===== config.mk =====
export PLATFORM = sky130hd
export DESIGN_NAME = load_store_unit_flat
export DESIGN_NICKNAME = d
export VERILOG_FILES = /design/src/rtl/load_store_unit_if.sv /design/src/rtl/load_store_unit.sv /design/src/flat_wrapper.sv
export SDC_FILE = /design/constraint.sdc
export NUM_CORES = 1
export LEC_CHECK = 0
export BUFFER_PORTS_ARGS = -buffer_cell sky130_fd_sc_hd__buf_2
export CAP_MARGIN = 15
export CORE_ASPECT_RATIO = 1.1
export CORE_UTILIZATION = 51
export DETAILED_ROUTE_END_ITERATION = 6
export MAX_ROUTING_LAYER = met4
export PLACE_DENSITY_LB_ADDON = 0.2
export SETUP_SLACK_MARGIN = 0.1
export SYNTH_ARGS = -nofsm -noshare
export SYNTH_HDL_FRONTEND = slang
export SYNTH_SLANG_ARGS = --single-unit

===== constraint.sdc =====
create_clock -name clk -period 3.8 [get_ports clk]
set_input_delay 0.38 -clock clk [delete_from_list [all_inputs] [get_ports clk]]
set_output_delay 0.38 -clock clk [all_outputs]
set_load 0.01 [all_outputs]

===== src/rtl/load_store_unit_if.sv =====
// Issue, broadcast and RAM signals of the byte-serial load/store unit.
// The master side is the issuer plus RAM; the slave side is the LSU.
interface load_store_unit_if;
  logic [4:0]  memory_op;
  logic [31:0] memory_value1;
  logic [31:0] memory_value2;
  logic [31:0] memory_imm;
  logic [2:0]  memory_des;
  logic        lsu_busy;
  logic [31:0] result_data;
  logic [2:0]  result_des;
  logic        result_fault;
  logic [31:0] mem_a;
  logic [7:0]  mem_dout;
  logic        mem_wr;
  logic [7:0]  mem_din;

  modport master (
    output memory_op, memory_value1, memory_value2, memory_imm, memory_des, mem_din,
    input  lsu_busy, result_data, result_des, result_fault, mem_a, mem_dout, mem_wr
  );

  modport slave (
    input  memory_op, memory_value1, memory_value2, memory_imm, memory_des, mem_din,
    output lsu_busy, result_data, result_des, result_fault, mem_a, mem_dout, mem_wr
  );
endinterface


===== src/rtl/load_store_unit.sv =====
// Byte-serial load/store unit: one op at a time, one RAM byte per cycle, result on the CDB.
// Optional misalignment trap enabled by defining LSU_ALIGN_CHECK_EN.
module load_store_unit (
  input  logic              clk,
  input  logic              rst,
  load_store_unit_if.slave  bus
);
  typedef enum logic [1:0] {S_IDLE, S_ACCESS, S_DRAIN, S_RESULT} state_t;

  localparam logic [4:0] OP_LB  = 5'b10010;
  localparam logic [4:0] OP_LH  = 5'b10011;
  localparam logic [4:0] OP_LW  = 5'b10100;
  localparam logic [4:0] OP_LBU = 5'b10101;
  localparam logic [4:0] OP_LHU = 5'b10110;
  localparam logic [4:0] OP_SB  = 5'b10111;
  localparam logic [4:0] OP_SH  = 5'b11000;
  localparam logic [4:0] OP_SW  = 5'b11001;

  state_t      state_q, state_d;
  logic [1:0]  k_q, k_d;
  logic [1:0]  prev_k, last_k;
  logic [31:0] addr_q, addr_d;
  logic [4:0]  op_q, op_d;
  logic [31:0] store_q, store_d;
  logic [2:0]  tag_q, tag_d;
  logic [31:0] load_q, load_d;
  logic [31:0] mem_a_q, mem_a_d;
  logic [7:0]  mem_dout_q, mem_dout_d;
  logic        mem_wr_q, mem_wr_d;
  logic        busy_q, busy_d;
  logic [31:0] result_data_q, result_data_d;
  logic [2:0]  result_des_q, result_des_d;

  function automatic logic is_valid(input logic [4:0] op);
    return op inside {OP_LB, OP_LH, OP_LW, OP_LBU, OP_LHU, OP_SB, OP_SH, OP_SW};
  endfunction

  function automatic logic is_store(input logic [4:0] op);
    return op inside {OP_SB, OP_SH, OP_SW};
  endfunction

  function automatic logic [1:0] last_idx(input logic [4:0] op);
    case (op)
      OP_LH, OP_LHU, OP_SH: return 2'd1;
      OP_LW, OP_SW:         return 2'd3;
      default:              return 2'd0;
    endcase
  endfunction

  function automatic logic [31:0] extend(input logic [4:0] op, input logic [31:0] w);
    case (op)
      OP_LB:   return {{24{w[7]}}, w[7:0]};
      OP_LH:   return {{16{w[15]}}, w[15:0]};
      OP_LBU:  return {24'h0, w[7:0]};
      OP_LHU:  return {16'h0, w[15:0]};
      OP_LW:   return w;
      default: return 32'h0;
    endcase
  endfunction

`ifdef LSU_ALIGN_CHECK_EN
  logic fault_q, fault_d;

  function automatic logic misaligned(input logic [4:0] op, input logic [31:0] a);
    case (op)
      OP_LH, OP_LHU, OP_SH: return a[0];
      OP_LW, OP_SW:         return |a[1:0];
      default:              return 1'b0;
    endcase
  endfunction

  always_ff @(posedge clk) begin
    if (rst) fault_q <= 1'b0;
    else     fault_q <= fault_d;
  end

  assign bus.result_fault = fault_q;
`else
  assign bus.result_fault = 1'b0;
`endif

  always_comb begin
    state_d       = state_q;
    k_d           = k_q;
    addr_d        = addr_q;
    op_d          = op_q;
    store_d       = store_q;
    tag_d         = tag_q;
    load_d        = load_q;
    result_des_d  = 3'd0;
    result_data_d = 32'h0;
    prev_k        = k_q - 2'd1;
    last_k        = last_idx(op_q);
`ifdef LSU_ALIGN_CHECK_EN
    fault_d       = 1'b0;
`endif

    case (state_q)
      // RESULT accepts like IDLE so ops can run back-to-back.
      S_IDLE, S_RESULT: begin
        state_d = S_IDLE;
        if (is_valid(bus.memory_op)) begin
          op_d    = bus.memory_op;
          addr_d  = bus.memory_value1 + bus.memory_imm;
          store_d = bus.memory_value2;
          tag_d   = bus.memory_des;
          k_d     = 2'd0;
          load_d  = 32'h0;
          state_d = S_ACCESS;
`ifdef LSU_ALIGN_CHECK_EN
          if (misaligned(op_d, addr_d)) begin
            state_d      = S_RESULT;
            result_des_d = bus.memory_des;
            fault_d      = 1'b1;
          end
`endif
        end
      end
      S_ACCESS: begin
        // mem_din lags the address by one cycle, so it carries byte k-1.
        if (!is_store(op_q) && k_q != 2'd0)
          load_d[{prev_k, 3'b000} +: 8] = bus.mem_din;
        if (k_q == last_k) begin
          if (is_store(op_q)) begin
            state_d      = S_RESULT;
            result_des_d = tag_q;
          end else begin
            state_d = S_DRAIN;
          end
        end else begin
          k_d = k_q + 2'd1;
        end
      end
      S_DRAIN: begin
        load_d[{last_k, 3'b000} +: 8] = bus.mem_din;
        state_d       = S_RESULT;
        result_des_d  = tag_q;
        result_data_d = extend(op_q, load_d);
      end
      default: state_d = S_IDLE;
    endcase

    mem_a_d    = (state_d == S_ACCESS) ? addr_d + {30'h0, k_d} : 32'h0;
    mem_wr_d   = (state_d == S_ACCESS) && is_store(op_d);
    mem_dout_d = mem_wr_d ? store_d[{k_d, 3'b000} +: 8] : 8'h00;
    busy_d     = (state_d == S_ACCESS) || (state_d == S_DRAIN);
  end

  always_ff @(posedge clk) begin
    if (rst) begin
      state_q       <= S_IDLE;
      k_q           <= 2'd0;
      addr_q        <= 32'h0;
      op_q          <= 5'b11111;
      store_q       <= 32'h0;
      tag_q         <= 3'd0;
      load_q        <= 32'h0;
      mem_a_q       <= 32'h0;
      mem_dout_q    <= 8'h00;
      mem_wr_q      <= 1'b0;
      busy_q        <= 1'b0;
      result_data_q <= 32'h0;
      result_des_q  <= 3'd0;
    end else begin
      state_q       <= state_d;
      k_q           <= k_d;
      addr_q        <= addr_d;
      op_q          <= op_d;
      store_q       <= store_d;
      tag_q         <= tag_d;
      load_q        <= load_d;
      mem_a_q       <= mem_a_d;
      mem_dout_q    <= mem_dout_d;
      mem_wr_q      <= mem_wr_d;
      busy_q        <= busy_d;
      result_data_q <= result_data_d;
      result_des_q  <= result_des_d;
    end
  end

  assign bus.mem_a       = mem_a_q;
  assign bus.mem_dout    = mem_dout_q;
  assign bus.mem_wr      = mem_wr_q;
  assign bus.lsu_busy    = busy_q;
  assign bus.result_data = result_data_q;
  assign bus.result_des  = result_des_q;
endmodule


===== src/flat_wrapper.sv =====
// flat-port wrapper written by rule: the top's interface ports become plain ports
module load_store_unit_flat 
  (clk, rst, bus_memory_op, bus_memory_value1, bus_memory_value2, bus_memory_imm, bus_memory_des, bus_mem_din, bus_lsu_busy, bus_result_data, bus_result_des, bus_result_fault, bus_mem_a, bus_mem_dout, bus_mem_wr);
  load_store_unit_if bus_i ();
  input  logic clk;
  input  logic rst;
  input wire logic [$bits(bus_i.memory_op)-1:0] bus_memory_op;
  input wire logic [$bits(bus_i.memory_value1)-1:0] bus_memory_value1;
  input wire logic [$bits(bus_i.memory_value2)-1:0] bus_memory_value2;
  input wire logic [$bits(bus_i.memory_imm)-1:0] bus_memory_imm;
  input wire logic [$bits(bus_i.memory_des)-1:0] bus_memory_des;
  input wire logic [$bits(bus_i.mem_din)-1:0] bus_mem_din;
  output wire logic [$bits(bus_i.lsu_busy)-1:0] bus_lsu_busy;
  output wire logic [$bits(bus_i.result_data)-1:0] bus_result_data;
  output wire logic [$bits(bus_i.result_des)-1:0] bus_result_des;
  output wire logic [$bits(bus_i.result_fault)-1:0] bus_result_fault;
  output wire logic [$bits(bus_i.mem_a)-1:0] bus_mem_a;
  output wire logic [$bits(bus_i.mem_dout)-1:0] bus_mem_dout;
  output wire logic [$bits(bus_i.mem_wr)-1:0] bus_mem_wr;
  assign bus_i.memory_op = bus_memory_op;
  assign bus_i.memory_value1 = bus_memory_value1;
  assign bus_i.memory_value2 = bus_memory_value2;
  assign bus_i.memory_imm = bus_memory_imm;
  assign bus_i.memory_des = bus_memory_des;
  assign bus_i.mem_din = bus_mem_din;
  assign bus_lsu_busy = bus_i.lsu_busy;
  assign bus_result_data = bus_i.result_data;
  assign bus_result_des = bus_i.result_des;
  assign bus_result_fault = bus_i.result_fault;
  assign bus_mem_a = bus_i.mem_a;
  assign bus_mem_dout = bus_i.mem_dout;
  assign bus_mem_wr = bus_i.mem_wr;
  load_store_unit u_core (.clk(clk), .rst(rst), .bus(bus_i));
endmodule

# Word level (Yosys, flattened, before mapping)
# Cells that the tools add are included.
# totals
inputBits	114
ff_bits	185
# op_classes
reduce_logical	17
eq_ne	27
shifts	5
n_mux	23
bitwise_logic	3
add_sub_neg	6
# op_table
operator	n
2-to-1 mux 32 bit	6
one-hot mux 32 bit (5 select lines)	1
one-hot mux 32 bit (3 select lines)	1
== test 5 bit, second input constant	19
bitwise mux 32 bit	2
variable shift 8 x 7 -> 32 bit, first input constant	2
indexed part select 8 x 7 -> 32 bit	2
adder 32 x 2 -> 32 bit	1
adder 32 bit	1
indexed part select 32 x 6 -> 8 bit	1
negator 5 -> 7 bit	2
2-to-1 mux 5 bit	2
OR reduction 2 bit	5
one-hot mux 2 bit (2 select lines)	2
nonzero test 8 bit	1
== test 2 bit, second input constant	3
2-to-1 mux 2 bit	3
2-to-1 mux 3 bit	2
one-hot mux 2 bit (3 select lines)	1
one-hot mux 3 bit (2 select lines)	1
nonzero test 3 bit	2
== test 2 x 1 -> 1 bit, second input constant	2
!= test 2 x 1 -> 1 bit, second input constant	2
AND reduction 2 bit	2
other kinds (11)	15

# Depth between registers and ports, before layout
# Gate-level depths: netlist of run 1.
# depth
ltp_word	10
mapped_depth	19
depth_no_buf	16

# Worst setup path after synthesis of run 1
# Ideal clock, no wire load.
# synth_timing
path_type	register to register
start	reg u_core.state_q[0]
end	reg u_core.mem_a_q[28], in the netlist u_core.bus.mem_a[28]
setup_time_ns	0.116
t_required_ns	3.684
path_stages_with_launch	18
synth_period_minus_slack_ns	3.797
setup_slack_ns	0.003
t_arrival_ns	3.681
cell_sequence	dfxtp_1 > inv_1 > ha_1 > inv_1 > nor2_1 > buf_2 > buf_1 > clkbuf_1 > nand2_1 > nand2_1 > ha_1 > fa_1 > nor2b_1 > and4_1 > clkbuf_1 > and3_4 > a31oi_1 > a41o_1
# synth_via
word_cells_on_any_way	13
classes_between	add/sub (1); eq/ne (4); mux (4); bitwise (1); reduce/logical (3)
# synth_rtl
element	line_no	text
from (decl)	load_store_unit.sv:19	state_t state_q, state_d;
from (signal assigned)	load_store_unit.sv:165	state_q <= state_d;
== test 2 bit or logical NOT 2 bit (tied branches)	load_store_unit.sv:98	case (state_q)
OR reduction 2 bit (*)	load_store_unit.sv:98	
2-to-1 mux 32 bit (*)	load_store_unit.sv:98	
named net u_core.addr_d[0]	load_store_unit.sv:22	logic [31:0] addr_q, addr_d;
adder 32 x 2 -> 32 bit (*)	load_store_unit.sv:143	mem_a_d = (state_d == S_ACCESS) ? addr_d + {30'h0, k_d} : 32'h0;
to (signal assigned)	load_store_unit.sv:172	mem_a_q <= mem_a_d;
to (decl)	load_store_unit.sv:27	logic [31:0] mem_a_q, mem_a_d;
# Mark *: on every way through the listed nets, which the timed path passes. The rest lies on a longest branch.
# A chain may end at the register's enable or synchronous reset.

# Final worst setup path of run 1
# layout_timing
start	reg u_core.op_q[3]
end	reg u_core.mem_a_q[31], in the netlist u_core.bus.mem_a[31]
# layout_via
elab_chain_cells	9
word_cells_on_any_way	20
classes_between	add/sub (1); eq/ne (8); mux (6); bitwise (1); reduce/logical (4)
# layout_rtl
element	line_no	text
from (decl)	load_store_unit.sv:23	logic [4:0] op_q, op_d;
from (signal assigned)	load_store_unit.sv:168	op_q <= op_d;
branches (longest 9 deep; another with adder 32 x 2 -> 32 bit)	--	
# Several ways; the timed one is not identified.

==> impl_metrics.env, run 1 <==
export IMPL_post_synth_fa_ha_maj_area_fraction=0.0567
export IMPL_timing_setup_tns_ns=0
export IMPL_place_congestion=0.907
export IMPL_synth_xor_area_frac=0.0307
export IMPL_hp_start="bus_memory_des[0]"
export IMPL_async_reset_ff_frac=0
export IMPL_holdPathEnd="u_core.tag_q[0]"
export IMPL_cts_tree="yes"
export IMPL_synth_avg_cell_area_um2=8.16
export IMPL_clkSlewWorstSetupHoldPaths_ns=0.07
export IMPL_reg2regPathDepth=14
export IMPL_drc=0
export IMPL_seq_power_share=0.418
export IMPL_htree_levels=4
export IMPL_route_antenna_remaining_nets=0
export IMPL_clock_fmax_ghz=0.292
export IMPL_cp_cell_sequence="nor3b_1, a21oi_1, o22ai_1, nand2_1, a22o_1, a22oi_1, o31ai_4, ha_1, a21oi_1, nor2_2, and4_2, and3_1, a31o_1, a21oi_1"
export IMPL_grt_antenna_before_repair=1
export IMPL_synth_mux_area_fraction=0.0867
export IMPL_syn_to_final_growth_pct=18.2
export IMPL_detailedRoute_firstIterationViolations=668
export IMPL_combPwrFrac=0.208
export IMPL_synth_seq_area_share=0.355
export IMPL_ys_dominant_reg_cell="sky130_fd_sc_hd__dfxtp_1"
export IMPL_synth_largest_area_cell="sky130_fd_sc_hd__dfxtp_1"
export IMPL_grt_start_max_net_pins=56
export IMPL_setup_viol=0
export IMPL_max_cap_violations=0
export IMPL_post_drt_via_cell_ratio=5.68
export IMPL_min_period_over_period=0.901
export IMPL_firstDrtPassIters=5
export IMPL_worst_r2r_endpoint="u_core.bus.mem_a[31]"
export IMPL_timing_critical_path_slowest_cell_delay_ns=0.44
export IMPL_dominant_combinational_cell_family_by_area_after_synthesis="simple AND/OR/NAND/NOR gates"
export IMPL_timing_final_crit_period_ns=3.42
export IMPL_synth_top_area_frac=0.355
export IMPL_globalRouteTotalUtil=0.265
export IMPL_critPathSlowestCell="sky130_fd_sc_hd__dfxtp_1"
export IMPL_clockBufferDepth=2
export IMPL_timing_critical_path_arrival_ns=3.79
export IMPL_leakage_power_of_the_design_nw=4.80
export IMPL_cts_sinks=177
export IMPL_tightest_slew_ns=1.08
export IMPL_synthDistinctLibCells=78
export IMPL_min_delay_path_depth=3
export IMPL_std_cell_rows=53
export IMPL_min_delay_path_class="input port to register"
export IMPL_number_of_enable_type_register_cells_in_the_synthesized_netlist=0
export IMPL_power_switching_mw=1.37
export IMPL_clkPwrFrac=0.374
export IMPL_vias_in_the_first_global_route=8424
export IMPL_slew_headroom=0.279
export IMPL_cts_root_buffer="sky130_fd_sc_hd__clkbuf_16"
export IMPL_r2r_slack_ns=0.38
export IMPL_initial_utilization=0.521
export IMPL_syn_instance_count=1223
export IMPL_io_pins=192
export IMPL_internal_power_consumption_mw=3.35
export IMPL_grt_overflow_total=0
export IMPL_worstReg2RegStart="u_core.op_q[3]"
export IMPL_port_buffer_count=190
export IMPL_final_nets=1534
export IMPL_wire_per_inst_um=15.7
export IMPL_worst_ir_drop_vdd_mv=0.423
export IMPL_first_pass_grt_wire_length_um=41800
export IMPL_cp_start_kind="register"
export IMPL_post_synth_main_area_contributors="sky130_fd_sc_hd__dfxtp_1, sky130_fd_sc_hd__mux2i_1, sky130_fd_sc_hd__a21oi_1"
export IMPL_rsz0062_at_grt="false"
export IMPL_drt_total_wl_um=25700
export IMPL_share_of_post_route_cells_with_drive_strength_above_1=0.222
export IMPL_timing_setup_critical_path_class="register to register"
export IMPL_run_status="complete, no violations"
export IMPL_place_detailed_hpwl_um=18300
export IMPL_cts_made_buffers=17
export IMPL_synth_seq_cells=177
export IMPL_postSynthNetCount=1381
export IMPL_yosys_area_share_simple=0.223
export IMPL_die_x_um=135
export IMPL_fin_skew_ns=0.00961
export IMPL_core_area_um2=19200
export IMPL_detailedPlace_worstSlack_ns=0.189
export IMPL_final_critical_path_setup_slack_ns=0.376
export IMPL_synth_compound_area_share=0.205
export IMPL_worstSetupEndpointType="register"
export IMPL_p_sw_frac=0.290
export IMPL_clkLatencyLatePin_ns=0.43
export IMPL_yosysWarningCount=0
export IMPL_die_area_um2=20100
export IMPL_synth_area_um2=9980
export IMPL_floorplan_die_height_um=149
export IMPL_timing_final_max_slew_violations=0
export IMPL_cell_repeated_most_along_the_worst_path="sky130_fd_sc_hd__a21oi_1"
export IMPL_report_final_hold_viol_count=0
export IMPL_path_max_fanout=7
export IMPL_vias=9308
export IMPL_powerDensity_nw_per_um2=400
export IMPL_timing_critical_path_required_ns=4.16
[how the worst max path moves through the flow]
stage	from	end	slack [ns]	cells past startpoint
6_report	u_core.op_q[3]	u_core.bus.mem_a[31]	0.38	14
5_1_grt	u_core.op_q[3]	u_core.bus.mem_a[27]	0.1	14
4_1_cts	u_core.op_q[0]	u_core.bus.mem_a[27]	0.28	14
3_5_place_dp	bus_memory_imm[0]	u_core.bus.mem_a[29]	0.19	14
3_3_place_gp	bus_memory_imm[0]	u_core.bus.mem_a[28]	0.30	15
2_1_floorplan	bus_memory_op[1]	u_core.bus.mem_a[28]	0.12	17
[per-stage QoR]
stage / util / std cells / instance area (um2) / hold slack (ns) / power (mW)
3_3_place_gp: 0.582 / 1601 / 11200 / 0.438 / 2.97
6_report: 0.615 / 1638 / 11800 / 0.191 / 4.72
3_5_place_dp: 0.582 / 1601 / 11200 / 0.446 / 2.98
5_1_grt: 0.615 / 1637 / 11800 / 0.184 / 4.94
4_1_cts: 0.613 / 1633 / 11800 / 0.179 / 4.73
2_1_floorplan: - / 1223 / 9980 / 0.432 / 2.68
[logic make-up after synthesis]
logic type,Yosys count
compound gates,320
xor+xnor,35
fa+ha+maj,44
buf+inv,107
flops,177
mux,84
other cells,1
simple gates,455
[registers in the layout, summed over array words and instances, names as in the netlist]
| name | cells |
|---|---|
| u_core.bus.mem_a | 32 |
| u_core.k_q | 2 |
| u_core.bus.mem_dout | 8 |
| u_core.bus.mem_wr | 1 |
| u_core.bus.result_des | 3 |
| u_core.load_q | 24 |
| u_core.tag_q | 3 |
| u_core.state_q | 2 |
| u_core.bus.result_data | 32 |
| u_core.store_q | 32 |
| u_core.addr_q | 32 |
| u_core.op_q | 5 |
| u_core.bus.lsu_busy | 1 |
[layer usage]
metal / wire length [um] / track usage
met1: 12200 / 0.363
met2: 11500 / 0.394
met3: 1560 / 0.0545
met4: 366 / 0.0742
met5: 0 / -
[cells in the mapped netlist (12+ instances only)]
| cell | count |
|---|---|
| sky130_fd_sc_hd__a22oi_1 | 40 |
| sky130_fd_sc_hd__nor2_1 | 117 |
| sky130_fd_sc_hd__mux2_2 | 19 |
| sky130_fd_sc_hd__nor3_1 | 19 |
| sky130_fd_sc_hd__o21ai_0 | 26 |
| sky130_fd_sc_hd__nand3_1 | 17 |
| sky130_fd_sc_hd__clkbuf_1 | 67 |
| sky130_fd_sc_hd__dfxtp_1 | 177 |
| sky130_fd_sc_hd__o22ai_1 | 25 |
| sky130_fd_sc_hd__a31oi_1 | 23 |
| sky130_fd_sc_hd__inv_1 | 13 |
| sky130_fd_sc_hd__and2_1 | 17 |
| sky130_fd_sc_hd__xor2_1 | 12 |
| sky130_fd_sc_hd__xnor2_1 | 23 |
| sky130_fd_sc_hd__nand4_1 | 15 |
| sky130_fd_sc_hd__nor2b_1 | 41 |
| sky130_fd_sc_hd__a21oi_1 | 118 |
| sky130_fd_sc_hd__nand2b_1 | 15 |
| sky130_fd_sc_hd__ha_1 | 42 |
| sky130_fd_sc_hd__mux2i_1 | 65 |
| sky130_fd_sc_hd__nand2_1 | 155 |
| sky130_fd_sc_hd__buf_2 | 17 |
[power groups by stage]
stage / Clock [mW] / Combinational, mW / Sequential, mW
finish: 1.77 / 0.984 / 1.97
global route: 1.87 / 1.09 / 1.98
CTS: 1.78 / 0.974 / 1.97
detailed placement: 0 / 0.966 / 2.01
global placement: 0 / 0.955 / 2.01
floorplan: 0 / 0.675 / 2.01
[critical path, delay by kind of cell (launching register included)]
kind                       cells  cell delay [ns]
AOI/OAI and AO/OA              8             1.53
and+or+nand+nor                5             1.07
DFF                            1             0.44
adders and majority gates      1             0.30
[layout by cell type (no fill, tap or decap), drive strengths merged, types with 15 or more instances in the layout]
cell type and instances:
nor2b 41, ha 42, nand2b 15, buf 226, dfxtp 177, a31oi 25
a21oi 118, mux2 19, xnor2 23, mux2i 65, a22oi 40, nor3 21
clkbuf 20, nand3 19, nor2 117, o21ai 34, o22ai 25, and2 18
nand4 15, nand2 155
[layout make-up]
type	count	area, um2
Antenna cell	2	5.00
Clock buffer	20	467
Clock inverter	12	133
Fill cell	1730	7370
Inverter	15	56.3
Multi-Input combinational cell	939	6040
Sequential cell	177	3540
Tap cell	247	309
Timing Repair Buffer	226	1240
[timing repair]
| action | in CTS | in global routing |
|---|---|---|
| endpoints found under the hold margin | 0 | 0 |
| buffers inserted | 0 | 3 |
| hold buffers | 0 | 0 |
| setup endpoints to repair | 0 | 21 |
| gates resized for setup | 0 | 6 |
Power figures use the tool's default switching activity.
==> run 2, diff against run 1 <==
--- a/config.mk
+++ b/config.mk
@@ -5,12 +5,12 @@
 export SDC_FILE = /design/constraint.sdc
 export NUM_CORES = 1
 export LEC_CHECK = 0
+export ABC_AREA = 1
 export BUFFER_PORTS_ARGS = -buffer_cell sky130_fd_sc_hd__buf_2
 export CAP_MARGIN = 15
 export CORE_ASPECT_RATIO = 1.1
 export CORE_UTILIZATION = 51
 export DETAILED_ROUTE_END_ITERATION = 6
-export MAX_ROUTING_LAYER = met4
 export PLACE_DENSITY_LB_ADDON = 0.2
 export SETUP_SLACK_MARGIN = 0.1
 export SYNTH_ARGS = -nofsm -noshare
==> impl_metrics.env, run 2 <==
export IMPL_run_status="complete, no violations"
export IMPL_firstDrtPassIters=6
export IMPL_place_detailed_hpwl_um=22800
export IMPL_timing_final_max_slew_violations=0
export IMPL_cts_root_buffer="sky130_fd_sc_hd__clkbuf_16"
export IMPL_cts_made_buffers=17
export IMPL_postSynthNetCount=1807
export IMPL_slew_headroom=0.403
export IMPL_floorplan_die_height_um=154
export IMPL_clock_fmax_ghz=0.295
export IMPL_core_area_um2=20600
export IMPL_share_of_post_route_cells_with_drive_strength_above_1=0.182
export IMPL_layout_common_cells="sky130_fd_sc_hd__nand2_1, sky130_fd_sc_hd__inv_1, sky130_fd_sc_hd__nor2_1, sky130_fd_sc_hd__buf_2, sky130_fd_sc_hd__dfxtp_1"
export IMPL_grt_overflow_total=0
export IMPL_cts_tree="yes"
export IMPL_timing_final_crit_period_ns=3.39
export IMPL_synthDistinctLibCells=52
export IMPL_min_period_over_period=0.893
export IMPL_die_area_um2=21500
export IMPL_post_cts_hold_buffer_count=0
export IMPL_vias_in_the_first_global_route=10000
export IMPL_min_delay_path_class="input port to register"
export IMPL_drc=0
export IMPL_fin_skew_ns=0.0119
export IMPL_leakage_power_of_the_design_nw=6.20
export IMPL_grt_start_max_net_pins=69
export IMPL_async_reset_ff_frac=0
export IMPL_final_critical_path_setup_slack_ns=0.407
export IMPL_globalRouteTotalUtil=0.277
export IMPL_powerDensity_nw_per_um2=391
export IMPL_timing_setup_critical_path_class="register to register"
export IMPL_route_antenna_remaining_nets=0
export IMPL_report_final_hold_viol_count=0
export IMPL_tightest_slew_ns=0.888
export IMPL_die_x_um=140
export IMPL_synth_area_um2=10700
export IMPL_synth_top_cells_by_count="sky130_fd_sc_hd__nand2_1, sky130_fd_sc_hd__inv_1, sky130_fd_sc_hd__nor2_1"
export IMPL_grt_use_met2=0.505
export IMPL_drt_total_wl_um=29600
export IMPL_clkSlewWorstSetupHoldPaths_ns=0.07
export IMPL_post_drt_via_cell_ratio=5.24
export IMPL_synth_largest_area_cell="sky130_fd_sc_hd__dfxtp_1"
export IMPL_path_max_fanout=10
export IMPL_yosysWarningCount=0
export IMPL_met1_usage=0.324
export IMPL_worst_ir_drop_vdd_mv=0.372
export IMPL_synth_seq_area_share=0.332
export IMPL_fin_util=0.604
export IMPL_final_nets=1979
export IMPL_vias=10900
export IMPL_totalPowerFinal_mw=4.86
export IMPL_detailedRoute_firstIterationViolations=837
export IMPL_layout_cells_most_common="sky130_fd_sc_hd__nand2_1"
export IMPL_io_pins=192
export IMPL_std_cell_rows=55
export IMPL_max_cap_violations=0
export IMPL_synth_seq_cells=177
export IMPL_worstSetupEndpointType="register"
export IMPL_cts_sinks=177
export IMPL_timing_critical_path_arrival_ns=3.73
export IMPL_antenna_diode_instance_count=0
export IMPL_ys_dominant_reg_cell="sky130_fd_sc_hd__dfxtp_1"
export IMPL_initial_utilization=0.519
export IMPL_number_of_enable_type_register_cells_in_the_synthesized_netlist=0
export IMPL_port_buffer_count=190
export IMPL_met3_usage=0.0383
export IMPL_first_pass_grt_wire_length_um=47800
export IMPL_synth_most_common_cell="sky130_fd_sc_hd__nand2_1"
export IMPL_highest_utilization_routing_layer_at_the_global_route_stage="met2"
export IMPL_syn_instance_count=1649
export IMPL_syn_to_final_growth_pct=16.4
export IMPL_cp_start_kind="register"
export IMPL_wire_per_inst_um=14.2
export IMPL_setup_viol=0
export IMPL_post_synth_main_area_contributors="sky130_fd_sc_hd__dfxtp_1, sky130_fd_sc_hd__nand2_1, sky130_fd_sc_hd__inv_1"
export IMPL_grt_antenna_before_repair=0
export IMPL_rsz0062_at_grt="false"
export IMPL_timing_critical_path_required_ns=4.14
export IMPL_place_congestion=0.956
export IMPL_holdWs_ns=0.197
export IMPL_clockBufferDepth=2
export IMPL_synth_top_area_frac=0.332
export IMPL_timing_setup_tns_ns=0
export IMPL_htree_levels=4
export IMPL_synth_avg_cell_area_um2=6.48
export IMPL_detailedPlace_worstSlack_ns=0.224
export IMPL_clkLatencyLatePin_ns=0.44
[run 2: cells by family after synthesis]
family | Yosys count | share of synthesized area
AOI/OAI and AO/OA | 296 | 0.153
adders and majority gates | 44 | 0.0529
and+or+nand+nor | 822 | 0.331
xor gates and xnor gates | 2 | 0.00234
DFF | 177 | 0.332
buffers and inverters | 283 | 0.106
muxes | 24 | 0.0225
other | 1 | 0.000351
[run 2: layer usage]
metal / up-vias / part of all wire
met5: - / 0
met4: 0 / 0.034
met3: 64 / 0.048
met2: 356 / 0.51
met1: 4919 / 0.41
li1: 5607 / -
[run 2: final timing paths]
path                                       startpoint                    to  slack, ns  cells after the start
worst max-delay path                   u_core.op_q[0]  u_core.bus.mem_a[28]       0.41                     24
worst min-delay path            bus_memory_value2[31]    u_core.store_q[31]       0.20                      3
worst min register to register      u_core.load_q[19]     u_core.load_q[19]       0.46                      2
worst max register to register         u_core.op_q[0]  u_core.bus.mem_a[28]       0.41                     24
[run 2: report_power, final]
group	total [mW]	switching (mW)	internal, mW
Combinational	1.09	0.731	0.360
Sequential	1.98	0.0324	1.94
Clock	1.80	0.838	0.958
Total	4.86	1.60	3.26
[run 2: critical path, stage by stage, from the launching register on]
cell and delay [ns]:
sky130_fd_sc_hd__dfxtp_2 0.40, sky130_fd_sc_hd__inv_2 0.06, sky130_fd_sc_hd__nand3_1 0.14, sky130_fd_sc_hd__nor3_2 0.07, sky130_fd_sc_hd__nor2_1 0.11, sky130_fd_sc_hd__inv_2 0.08, sky130_fd_sc_hd__nor2_4 0.17, sky130_fd_sc_hd__buf_4 0.14
sky130_fd_sc_hd__nand3_1 0.06, sky130_fd_sc_hd__nand2_1 0.12, sky130_fd_sc_hd__nor2_4 0.05, sky130_fd_sc_hd__nand2_1 0.06, sky130_fd_sc_hd__o211ai_1 0.10, sky130_fd_sc_hd__nand2_2 0.11, sky130_fd_sc_hd__buf_4 0.18, sky130_fd_sc_hd__fa_1 0.24
sky130_fd_sc_hd__nand3_2 0.12, sky130_fd_sc_hd__nor2_2 0.20, sky130_fd_sc_hd__nand3_2 0.12, sky130_fd_sc_hd__nor2_4 0.22, sky130_fd_sc_hd__nand2_4 0.11, sky130_fd_sc_hd__nor2_8 0.15, sky130_fd_sc_hd__nand3_2 0.08, sky130_fd_sc_hd__o21bai_1 0.13
sky130_fd_sc_hd__nor2_1 0.05
[run 2: layout make-up]
type	count	area, um2
clock buffers	18	439
clock inverters	14	161
fillers	2022	8140
inverters	229	860
multi-input cells	1189	6020
flip-flops and latches	177	3550
well taps	256	320
repair buffers	207	1080
[run 2: repair_timing]
action | 4_1_cts | 5_1_grt
gates resized for setup | 0 | 7
setup endpoints to repair | 0 | 18
setup buffers | 0 | 4
[run 2: metrics by stage]
stage / instances / area, um2
2_1_floorplan: 1649 / 10700
3_3_place_gp: 2054 / 11800
3_5_place_dp: 2054 / 11800
4_1_cts: 2086 / 12400
5_1_grt: 2090 / 12400
6_report: 2090 / 12400
